==> config.mk <==
export PLATFORM = sky130hd
export DESIGN_NAME = regfile_param
export DESIGN_NICKNAME = d
export VERILOG_FILES = /design/src/rtl/regfile_param.sv
export SDC_FILE = /design/constraint.sdc
export NUM_CORES = 1
export LEC_CHECK = 0
export ABC_CLOCK_PERIOD_IN_PS = 3150
export CAP_MARGIN = 20
export CORE_ASPECT_RATIO = 0.75
export CORE_MARGIN = 2
export CORE_UTILIZATION = 59
export CTS_CLUSTER_DIAMETER = 200
export DETAILED_ROUTE_END_ITERATION = 8
export PLACE_DENSITY = 0.81
export SETUP_SLACK_MARGIN = 0.5
export SYNTH_ARGS = -nofsm -noshare
export SYNTH_HDL_FRONTEND = slang
export SYNTH_SLANG_ARGS = --single-unit
==> constraint.sdc <==
create_clock -name clk -period 3.15 [get_ports clk]
set_input_delay 0.7875 -clock clk [delete_from_list [all_inputs] [get_ports clk]]
set_output_delay 0.7875 -clock clk [all_outputs]
set_load 0.05 [all_outputs]
==> src/rtl/regfile_param.sv <==
// Purpose: parametrised multi-port register file with optional zero register,
//          same-cycle write bypass and a one-entry-per-cycle scrub engine.
// Latency: reads are combinational; writes are visible through storage the
//          cycle after the accepting edge, or the same cycle through bypass.
// Backpressure: none; writes presented while scrubbing are dropped and
//          flagged by wr_drop on the following cycle.
//
// Ports:
//   clk, rst            clock, synchronous active-high reset
//   wr_en/addr/data     single write port
//   rd_addr/rd_data     NUM_RD packed read ports (port p at [p*W +: W])
//   clr_req             start a scrub (honoured only when idle)
//   clr_busy/clr_done   scrub in progress / one-cycle completion pulse
//   wr_drop             a write was discarded in the previous cycle
module regfile_param #(
  parameter int DATA_W   = 16,
  parameter int NUM_REGS = 8,
  parameter int ADDR_W   = $clog2(NUM_REGS),
  parameter int NUM_RD   = 2,
  parameter bit ZERO_REG = 1'b1,
  parameter bit BYPASS   = 1'b1
) (
  input  logic                     clk,
  input  logic                     rst,
  input  logic                     wr_en,
  input  logic [ADDR_W-1:0]        wr_addr,
  input  logic [DATA_W-1:0]        wr_data,
  input  logic [NUM_RD*ADDR_W-1:0] rd_addr,
  output logic [NUM_RD*DATA_W-1:0] rd_data,
  input  logic                     clr_req,
  output logic                     clr_busy,
  output logic                     clr_done,
  output logic                     wr_drop
);

  typedef enum logic [1:0] {
    ST_IDLE  = 2'd0,
    ST_SCRUB = 2'd1,
    ST_DONE  = 2'd2
  } state_t;

  state_t              state_q, state_d;
  logic [ADDR_W-1:0]   idx_q, idx_d;
  logic [DATA_W-1:0]   mem_q [NUM_REGS];
  logic                wr_drop_q;

  logic                wr_in_range;
  logic                wr_zero;
  logic                wr_accept;

  // Compare at 32 bits so a power-of-two NUM_REGS does not make this a
  // constant-true comparison at ADDR_W bits.
  assign wr_in_range = 32'(wr_addr) < 32'(NUM_REGS);
  assign wr_zero     = ZERO_REG && (wr_addr == '0);
  assign wr_accept   = wr_en && (state_q != ST_SCRUB) && wr_in_range && !wr_zero;

  // Scrub sequencer: next-state logic
  always_comb begin
    state_d = state_q;
    idx_d   = idx_q;
    unique case (state_q)
      ST_IDLE: begin
        if (clr_req) begin
          state_d = ST_SCRUB;
          idx_d   = '0;
        end
      end
      ST_SCRUB: begin
        if (idx_q == ADDR_W'(NUM_REGS - 1)) begin
          state_d = ST_DONE;
        end else begin
          idx_d = idx_q + ADDR_W'(1);
        end
      end
      ST_DONE: begin
        state_d = ST_IDLE;
      end
      default: begin
        state_d = ST_IDLE;
      end
    endcase
  end

  always_ff @(posedge clk) begin
    if (rst) begin
      state_q   <= ST_IDLE;
      idx_q     <= '0;
      wr_drop_q <= 1'b0;
    end else begin
      state_q   <= state_d;
      idx_q     <= idx_d;
      wr_drop_q <= wr_en && (state_q == ST_SCRUB);
    end
  end

  // Storage: reset beats scrub, scrub beats write. Writes never land while
  // scrubbing anyway, so the last two never compete for the same entry.
  always_ff @(posedge clk) begin
    for (int i = 0; i < NUM_REGS; i++) begin
      if (rst) begin
        mem_q[i] <= '0;
      end else if ((state_q == ST_SCRUB) && (idx_q == ADDR_W'(i))) begin
        mem_q[i] <= '0;
      end else if (wr_accept && (wr_addr == ADDR_W'(i))) begin
        mem_q[i] <= wr_data;
      end
    end
  end

  // Read ports. wr_accept is already false during scrub, so bypass is
  // automatically suppressed there.
  for (genvar p = 0; p < NUM_RD; p++) begin : g_rd
    logic [ADDR_W-1:0] ra;
    logic              ra_zero;
    logic              ra_oob;

    assign ra      = rd_addr[p*ADDR_W +: ADDR_W];
    assign ra_zero = ZERO_REG && (ra == '0);
    assign ra_oob  = 32'(ra) >= 32'(NUM_REGS);

    assign rd_data[p*DATA_W +: DATA_W] =
        (ra_zero || ra_oob)                   ? '0      :
        (BYPASS && wr_accept && wr_addr == ra) ? wr_data :
                                                mem_q[ra];
  end

  assign clr_busy = (state_q == ST_SCRUB);
  assign clr_done = (state_q == ST_DONE);
  assign wr_drop  = wr_drop_q;

endmodule

==> results.sh, run 1 <==
export IMPL_status="finished with violations"
export IMPL_violations="negative setup slack"
export IMPL_grt_usage=0.377
export IMPL_core_sq_um=12900
export IMPL_clk_pin_slew_ns=0.05
export IMPL_grt_pass1_wl_mm=38.3
export IMPL_ys_seq_area_frac=0.508
export IMPL_hpwl_mm=15.7
export IMPL_yosysUniqueCellTypes=40
export IMPL_max_clock_freq_ghz=0.305
export IMPL_crit_path_max_fanout=7
export IMPL_hold_viol_final=0
export IMPL_reg2reg_from="state_q[1]$_SDFFE_PP0P_"
export IMPL_synthTopCellsByArea="edfxtp_1, mux4_2, mux2i_1, and2_1, a211oi_1"
export IMPL_end_kind="output pin"
export IMPL_fin_skew_ns=0.00770
export IMPL_cts_root_buf="clkbuf_16"
export IMPL_critPathArrivalTime_ns=2.49
export IMPL_final_cells=916
export IMPL_tightest_slew_ns=0.501
export IMPL_drc=0
export IMPL_nNetsFinal=767
export IMPL_rsz0062_at_grt="yes"
export IMPL_holdBufCountCts=0
export IMPL_area_growth_pct=38.3
export IMPL_synth_edff_count=128
export IMPL_ys_flop_type="edfxtp_1"
export IMPL_synth_top_cell_by_area="edfxtp_1"
export IMPL_critical_path_startpoint="rd_addr[1]"
export IMPL_cp_endpoint="rd_data[11]"
export IMPL_fill_cells=610
export IMPL_grt_overflow_total=0
export IMPL_worst_slack_ns=-0.130
export IMPL_cts_buffers=17
export IMPL_holdWs_ns=0.586
export IMPL_dpl_cell_count=870
export IMPL_synth_most_common_cell="edfxtp_1"
export IMPL_async_flop_share=0
export IMPL_rows=36
export IMPL_dr_first_iter_drc_count=675
export IMPL_grt_max_degree=20
export IMPL_reg2reg_depth=6
export IMPL_worst_ep_required_time_ns=2.36
export IMPL_synth_commonest_cells="edfxtp_1, and2_1, mux2i_1, mux4_2, nand2_1"
export IMPL_die_w_microns=137
export IMPL_hold_path_class="reg2reg"
export IMPL_pwr_density_cell_nw_per_um2=488
export IMPL_start_util=0.603
export IMPL_max_cap_viol_count=0
export IMPL_h_tree_depth=4
export IMPL_diodes=0
export IMPL_path_cells="buf_8, or3b_1, a211o_1, a21o_4, buf_12, a211oi_4, buf_12"
export IMPL_cpMaxStageDelayCell="or3b_1"
export IMPL_path_common_cell="buf_12"
export IMPL_min_period_ns=3.28
export IMPL_preCtsSetupSlack_ns=-0.441
export IMPL_grt_pass1_vias=6431
export IMPL_holdPathStages=2
export IMPL_cts_sinks=134
export IMPL_synth_cells=585
export IMPL_start_kind="primary input"
export IMPL_power_leakage_nw=4.30
export IMPL_avgSynthCellArea_sq_um=13.3
export IMPL_drt_first_pass_iters=5
export IMPL_wl_per_cell_microns=27.9
export IMPL_post_route_period_util=1.04
export IMPL_synth_top_area_share=0.493
export IMPL_numPortBuffers=63
export IMPL_cts_tree="built"
export IMPL_num_io_pins=64
export IMPL_wl_mm=25.6
export IMPL_vias_per_cell=6.74
export IMPL_antenna_left=0
export IMPL_drv_slew=0
export IMPL_r2r_end="mem_q[3][10]$_SDFFCE_PN0P_"
export IMPL_setup_violations=16
export IMPL_num_vias=6176
export IMPL_power_total_mw=5.27
export IMPL_max_vdd_ir_drop_mv=0.400
export IMPL_dieArea_sq_um=14200
export IMPL_cp_slowest_stage_delay_ns=0.35
export IMPL_die_height_microns=104
export IMPL_final_layout_size_suffix_gt1_frac=0.372
export IMPL_clk_latency_ns=0.43
export IMPL_slew_headroom=0.665
export IMPL_clk_path_buf_depth=2
export IMPL_antenna_found_initial=0
export IMPL_rrSetupSlack_ns=0.91
export IMPL_synth_warnings=0
export IMPL_crit_type="in2out"
export IMPL_finalWeightedCongestion=0.895
export IMPL_synth_area_sq_um=7800
export IMPL_ys_ff_latch=134
export IMPL_finalSetupTns_ns=-0.998
==> worst min-delay path by stage <==
stage / startpoint / to / slack [ns]
after floorplan: idx_q[0]$_SDFFE_PP0P_ / idx_q[0]$_SDFFE_PP0P_ / 0.53
after global placement: idx_q[0]$_SDFFE_PP0P_ / idx_q[0]$_SDFFE_PP0P_ / 0.55
after detailed placement: idx_q[2]$_SDFFE_PP0P_ / idx_q[2]$_SDFFE_PP0P_ / 0.57
after CTS: idx_q[2]$_SDFFE_PP0P_ / idx_q[2]$_SDFFE_PP0P_ / 0.58
after global routing: idx_q[2]$_SDFFE_PP0P_ / idx_q[2]$_SDFFE_PP0P_ / 0.61
final: idx_q[2]$_SDFFE_PP0P_ / idx_q[2]$_SDFFE_PP0P_ / 0.59
==> routing by layer <==
metal | wire, microns | part of all wire | up-vias | global-route usage
li1 | - | - | 2516 | -
met1 | 9000 | 0.35 | 3032 | 0.495
met2 | 12200 | 0.48 | 517 | 0.585
met3 | 3240 | 0.13 | 111 | 0.108
met4 | 1140 | 0.044 | 0 | 0.176
met5 | 0 | 0 | - | 0
==> per-stage QoR <==
| stage | cell area (sq um) | util |
|---|---|---|
| finish | 10800 | 0.835 |
| CTS | 10700 | 0.831 |
| floorplan | 8220 | - |
| global route | 10800 | 0.835 |
| global placement | 9800 | 0.758 |
| detailed placement | 9800 | 0.758 |
==> registers in the layout, summed over array words and instances (netlist names) <==
name and cells:
idx_q 3, mem_q 128, state_q 2, wr_drop 1
==> layout make-up <==
cell class | instances | area, sq um | area share
Multi-Input combinational cell | 408 | 4100 | 0.380
Sequential cell | 134 | 3960 | 0.367
Timing Repair Buffer | 166 | 1940 | 0.179
Clock buffer | 17 | 425 | 0.0394
Tap cell | 171 | 214 | 0.0198
Clock inverter | 15 | 138 | 0.0128
Inverter | 5 | 18.8 | 0.00174
==> cells by family after synthesis <==
kind of cell,Yosys count,share of synthesized area
flip-flops,134,0.508
XOR/XNOR,4,0.00449
AO/OA/AOI/OAI,79,0.0813
buffers and inverters,58,0.0359
multiplexers,113,0.222
other,1,0.000481
adder cells (fa/ha/maj),6,0.00962
AND/OR/NAND/NOR,190,0.138
==> where the power goes <==
group	leakage (nW)	internal, mW	total (mW)	switching, mW
logic	2.65	0.576	1.26	0.683
clock network	0.277	1.15	1.92	0.766
registers	1.37	2.04	2.09	0.0481
total	4.30	3.77	5.27	1.50
==> critical path: cells and delay by family <==
| family | cells | cell delay [ns] |
|---|---|---|
| buffers and inverters | 3 | 0.45 |
| AO/OA/AOI/OAI | 3 | 0.89 |
| AND/OR/NAND/NOR | 1 | 0.35 |
==> layout by cell type, fill, tap and decap left out, types with 5 or more instances in the layout <==
cell / n
and3_1: 19
a211oi_4: 16
edfxtp_1: 128
nor2b_1: 6
clkdlybuf4s50_1: 19
a211oi_1: 7
buf_4: 69
and2_1: 96
conb_1: 16
a31oi_1: 5
a21oi_1: 16
buf_6: 28
buf_12: 36
nand2_1: 40
clkbuf_16: 17
ha_1: 6
mux2i_1: 48
nor2_1: 7
mux2i_4: 16
a2bb2oi_1: 16
mux4_2: 48
dfxtp_1: 6
a211oi_2: 10
==> timing repair <==
action / 4_1_cts / 5_1_grt
cloned: 4 / 0
gates resized for setup: 79 / 9
buffers inserted: 6 / 4
pin swaps: 9 / 8
endpoints found under the setup margin: 33 / 33
Note: power is estimated with default switching activity, not from simulation.
==> run 2: changes to the inputs <==
CTS_CLUSTER_DIAMETER = default   (was 200)
==> results of run 2 <==
The final DEF is identical to that of run 1; final timing and power are the same.
==> run 3: changes to the inputs <==
CAP_MARGIN = default   (was 20)
==> results of run 3 <==
The final DEF is identical to that of run 1; final timing and power are the same.
